--- config.mk ---
export PLATFORM = sky130hd
export DESIGN_NAME = _arb_mux
export DESIGN_NICKNAME = d
export VERILOG_FILES = /design/src/rtl/_arb_mux.sv
export SDC_FILE = /design/constraint.sdc
export NUM_CORES = 1
export LEC_CHECK = 0
export ABC_AREA = 1
export BUFFER_PORTS_ARGS = -buffer_cell sky130_fd_sc_hd__buf_2
export CAP_MARGIN = 40
export CORE_ASPECT_RATIO = 0.8
export CORE_UTILIZATION = 28
export CTS_CLUSTER_DIAMETER = 80
export CTS_CLUSTER_SIZE = 8
export DETAILED_ROUTE_END_ITERATION = 6
export GPL_TIMING_DRIVEN = 1
export PLACE_DENSITY_LB_ADDON = 0.25
export SYNTH_ARGS = -nofsm -noshare
export SYNTH_HDL_FRONTEND = slang
export SYNTH_SLANG_ARGS = --single-unit
--- constraint.sdc ---
create_clock -name clk -period 3.3 [get_ports clk]
set_clock_uncertainty 0.2 [all_clocks]
set_input_delay 0.66 -clock clk [delete_from_list [all_inputs] [get_ports clk]]
set_output_delay 0.66 -clock clk [all_outputs]
set_load 0.005 [all_outputs]
--- src/rtl/_arb_mux.sv ---
// Round-robin N:1 arbiter with a single registered output stage and valid/ready handshakes.
// Define ARB_MUX_FIXED_PRIO_EN for lowest-index-wins arbitration; WORD_LENGTH sets default width.

`ifndef WORD_LENGTH
`define WORD_LENGTH 16
`endif

module _arb_mux #(
  parameter int unsigned n  = `WORD_LENGTH,
  parameter int unsigned CH = 4,
  localparam int unsigned SW = $clog2(CH)
) (
  input  logic            clk,
  input  logic            rst,
  input  logic [CH-1:0]   in_valid,
  input  logic [CH*n-1:0] in_data,
  output logic [CH-1:0]   in_ready,
  output logic            out_valid,
  output logic [n-1:0]    out_data,
  output logic [SW-1:0]   out_sel,
  input  logic            out_ready
);

  logic          load;
  logic          xfer;
  logic          gnt_found;
  logic [SW-1:0] gnt_idx;
  logic [n-1:0]  gnt_data;

  logic          out_valid_q, out_valid_d;
  logic [n-1:0]  out_data_q, out_data_d;
  logic [SW-1:0] out_sel_q, out_sel_d;

  assign load = !out_valid_q || out_ready;
  assign xfer = load && gnt_found;

`ifdef ARB_MUX_FIXED_PRIO_EN

  always_comb begin
    gnt_found = 1'b0;
    gnt_idx   = '0;
    for (int unsigned i = 0; i < CH; i++) begin
      if (!gnt_found && in_valid[i]) begin
        gnt_found = 1'b1;
        gnt_idx   = SW'(i);
      end
    end
  end

`else

  logic [SW-1:0] ptr_q, ptr_d;
  int unsigned   cand;

  // Search starts just past the last winner so it drops to lowest priority.
  always_comb begin
    gnt_found = 1'b0;
    gnt_idx   = '0;
    cand      = 0;
    for (int unsigned k = 1; k <= CH; k++) begin
      cand = 32'(ptr_q) + k;
      if (cand >= CH) cand = cand - CH;
      if (!gnt_found && in_valid[SW'(cand)]) begin
        gnt_found = 1'b1;
        gnt_idx   = SW'(cand);
      end
    end
  end

  always_comb begin
    ptr_d = ptr_q;
    if (xfer) ptr_d = gnt_idx;
  end

  always_ff @(posedge clk) begin
    if (rst) ptr_q <= SW'(CH - 1);
    else     ptr_q <= ptr_d;
  end

`endif

  assign gnt_data = in_data[32'(gnt_idx)*n +: n];

  always_comb begin
    in_ready = '0;
    if (!rst && xfer) in_ready[gnt_idx] = 1'b1;
  end

  // Empty load clears valid but leaves data/sel as they were.
  always_comb begin
    out_valid_d = out_valid_q;
    out_data_d  = out_data_q;
    out_sel_d   = out_sel_q;
    if (xfer) begin
      out_valid_d = 1'b1;
      out_data_d  = gnt_data;
      out_sel_d   = gnt_idx;
    end else if (load) begin
      out_valid_d = 1'b0;
    end
  end

  always_ff @(posedge clk) begin
    if (rst) begin
      out_valid_q <= 1'b0;
      out_data_q  <= '0;
      out_sel_q   <= '0;
    end else begin
      out_valid_q <= out_valid_d;
      out_data_q  <= out_data_d;
      out_sel_q   <= out_sel_d;
    end
  end

  assign out_valid = out_valid_q;
  assign out_data  = out_data_q;
  assign out_sel   = out_sel_q;

endmodule

==> metrics <==
CP most frequent cell nand2_1; GR Util met1 about 22%; clock power share 7.3%; Syn Std Cell Area between 1500 and 2000 sq um; Setup crit end kind output pin; share of cells above drive strength 1 roughly 33%; Pwr Density about 1200 nW/um^2; DR vias/cell between 4 and 5; Peak VDD IR 0.391 mV; post-route setup TNS 0 ns; Port Buf Inserts a little over 90; met3 GRT Util under 10%; global-route wire length before repair 8490 um; initial antenna violation count 0; wire per inst 11.9 um; final wirelength roughly 5200 um; EDFF count, synth 0; DP Cell Count ~430; startpoint type of the worst setup path flip-flop; Final WS setup 0.325 ns; combinational power share 75.5%; count leader, synth nand2_1; CTS root buffer clkbuf_8; post-route insts no fill 435; DR pass1 iterations 4; Seq cells post-synth 21; final-report setup violation count 0; CTS Sinks 21; Switching Fraction 56.1%; yosys warns 0; Antenna Cells 0; # nets final 429; Main synth FF type dfxtp_1; Synth area leaders dfxtp_1 (26%), nand3_1 (22%), nand2_1 (17%); post_cts resized 0; Gate Count Post-Synth 270; critical path arrival 2.12 ns; Rel. slew slack a little under three quarters; CP required 2.44 ns; Worst-Skew Late Latency between 0.2 and 0.3 ns; Seq/Total Area, Yosys a little over a quarter; CTS tree built; # DRC 0; Area growth syn-to-layout 34.6%; Placement Rows 24; grt total ovfl 0; worst setup path start ptr_q[0]; Fmax around 0.34 GHz; Starting Density 29.1%; setup bufs post-CTS 0; via count of the routed design 2047; critical path cell sequence inv_4 > nand2_1 > nand2_1 > nand2_1 > nand2_1 > nand2_1 > nand2_1 > nand2_2 > nand3_4 > nor3_1 > buf_2; status finished, final reports clean; final core utilization 39.1%; Tcrit/Tclk final 90.2%; top cells by count, synth nand2_1 (71), nand3_1 (69), nor2_1 (36); die area 5980 sq um; drt initial violations 60; Sequential Power Share 17.2%; core area 5470 sq um; min Tclk post-route 2.98 ns; crit-path max cell delay roughly 0.58 ns; HP Start out_sel[0]; max_cap viols 0; Die Y 69.4 um; P_int 1.08 mW; gpl congestion 0.757; Slew Viols, Final 0; Chip Width 86.2 um; busiest grt layer met2; CTS Buffer Depth 2; Crit Path Category flip-flop to output pin; Avg Synthesized Cell Area 5.89 sq um; CP max-delay cell dfxtp_1; dpl hpwl about 3800 um; Slew @ Worst Pin 0.421 ns; Post-synth ARST share 0%; M2 GR Usage 30.2%; worst-path fanout max 20; Hold Crit Class flip-flop to flip-flop; largest net degree at the start of global routing 37; reg-to-reg startpoint ptr_q[0]; Synth top area share 26.5%; Clock Pin Slew Worst Setup and Hold Paths approximately 0.09 ns; Post-DRT Antenna Nets 0; sw power between 1 and 1.5 mW; CTS Hold Buffers Added 0; vias in the first global route 1854; RSZ-0062 raised after global routing false; Num CTS Buffers 3; boundary pin count 94; Synth area leader dfxtp_1; pre-CTS worst setup slack roughly 0.5 ns; Yosys cell types 24; gr usage total 17.7%; Fin. Hold Viols 0; H-tree Lvls 1; Leakage 1.20 nW; syn_nets roughly 340
cell families after synthesis:
| family | count (synthesis) | synth area share, % |
|---|---|---|
| DFF | 21 | 26.5 |
| AOI/OAI and AO/OA | 23 | 7.64 |
| and+or+nand+nor | 192 | 54.8 |
| buffers and inverters | 34 | 11.1 |
power by group through the flow:
stage	registers [mW]	clock network (mW)	logic [mW]
3_5_place_dp	0.430	0	1.89
5_1_grt	0.440	0.204	2.12
4_1_cts	0.426	0.192	1.90
2_1_floorplan	0.421	0	1.49
3_3_place_gp	0.431	0	1.89
6_report	0.426	0.181	1.87
registers in the layout (all words and copies together) (netlist names):
signal     flops
out_data      16
out_valid      1
ptr_q          2
out_sel        2
layout make-up:
type | instances | area, sq um
Clock buffer | 3 | 41.3
Clock inverter | 1 | 7.51
Fill cell | 652 | 3330
Inverter | 18 | 70.1
Multi-Input combinational cell | 215 | 992
Sequential cell | 21 | 420
Tap cell | 78 | 97.6
Timing Repair Buffer | 99 | 510
final timing paths:
| check | endpoint | slack (ns) | depth (start not counted) |
|---|---|---|---|
| max | in_ready[3] | 0.32 | 11 |
| min | out_sel[0] | 0.29 | 2 |
| max reg2reg | out_data[0] | 0.80 | 12 |
| min reg2reg | out_sel[0] | 0.29 | 2 |
cells in the final DEF, fill, tap and decap left out, types with 3 or more instances in the layout:
cell      Yosys  final
nor2_1       36     36
nand2_2       5      5
buf_2         4     93
inv_2         3      3
inv_1        14     14
dfxtp_1      21     21
nor3_1        4      4
clkbuf_8      0      3
nand2_1      71     71
o21ai_0      16     16
buf_4         7      6
nand3_1      69     69
stage by stage:
stage | hold slack (ns) | instance area [sq um] | power [mW]
after floorplan | 0.255 | 1590 | 1.91
after global placement | 0.262 | 2090 | 2.32
after detailed placement | 0.266 | 2090 | 2.32
after CTS | 0.282 | 2140 | 2.51
after global routing | 0.304 | 2140 | 2.76
final | 0.290 | 2140 | 2.47
metal layers:
metal | wire length [um] | share of wire (%)
met5 | 0 | 0
met4 | 48 | 0.93
met3 | 385 | 7.4
met1 | 2410 | 47
met2 | 2320 | 45
critical path, delay by kind of cell, from the launching register on:
kind                   cells  cell delay [ns]
buffers and inverters      2             0.26
AND/OR/NAND/NOR            9             1.00
flip-flops                 1             0.58
No activity file was read; power rests on OpenSTA's default activity.
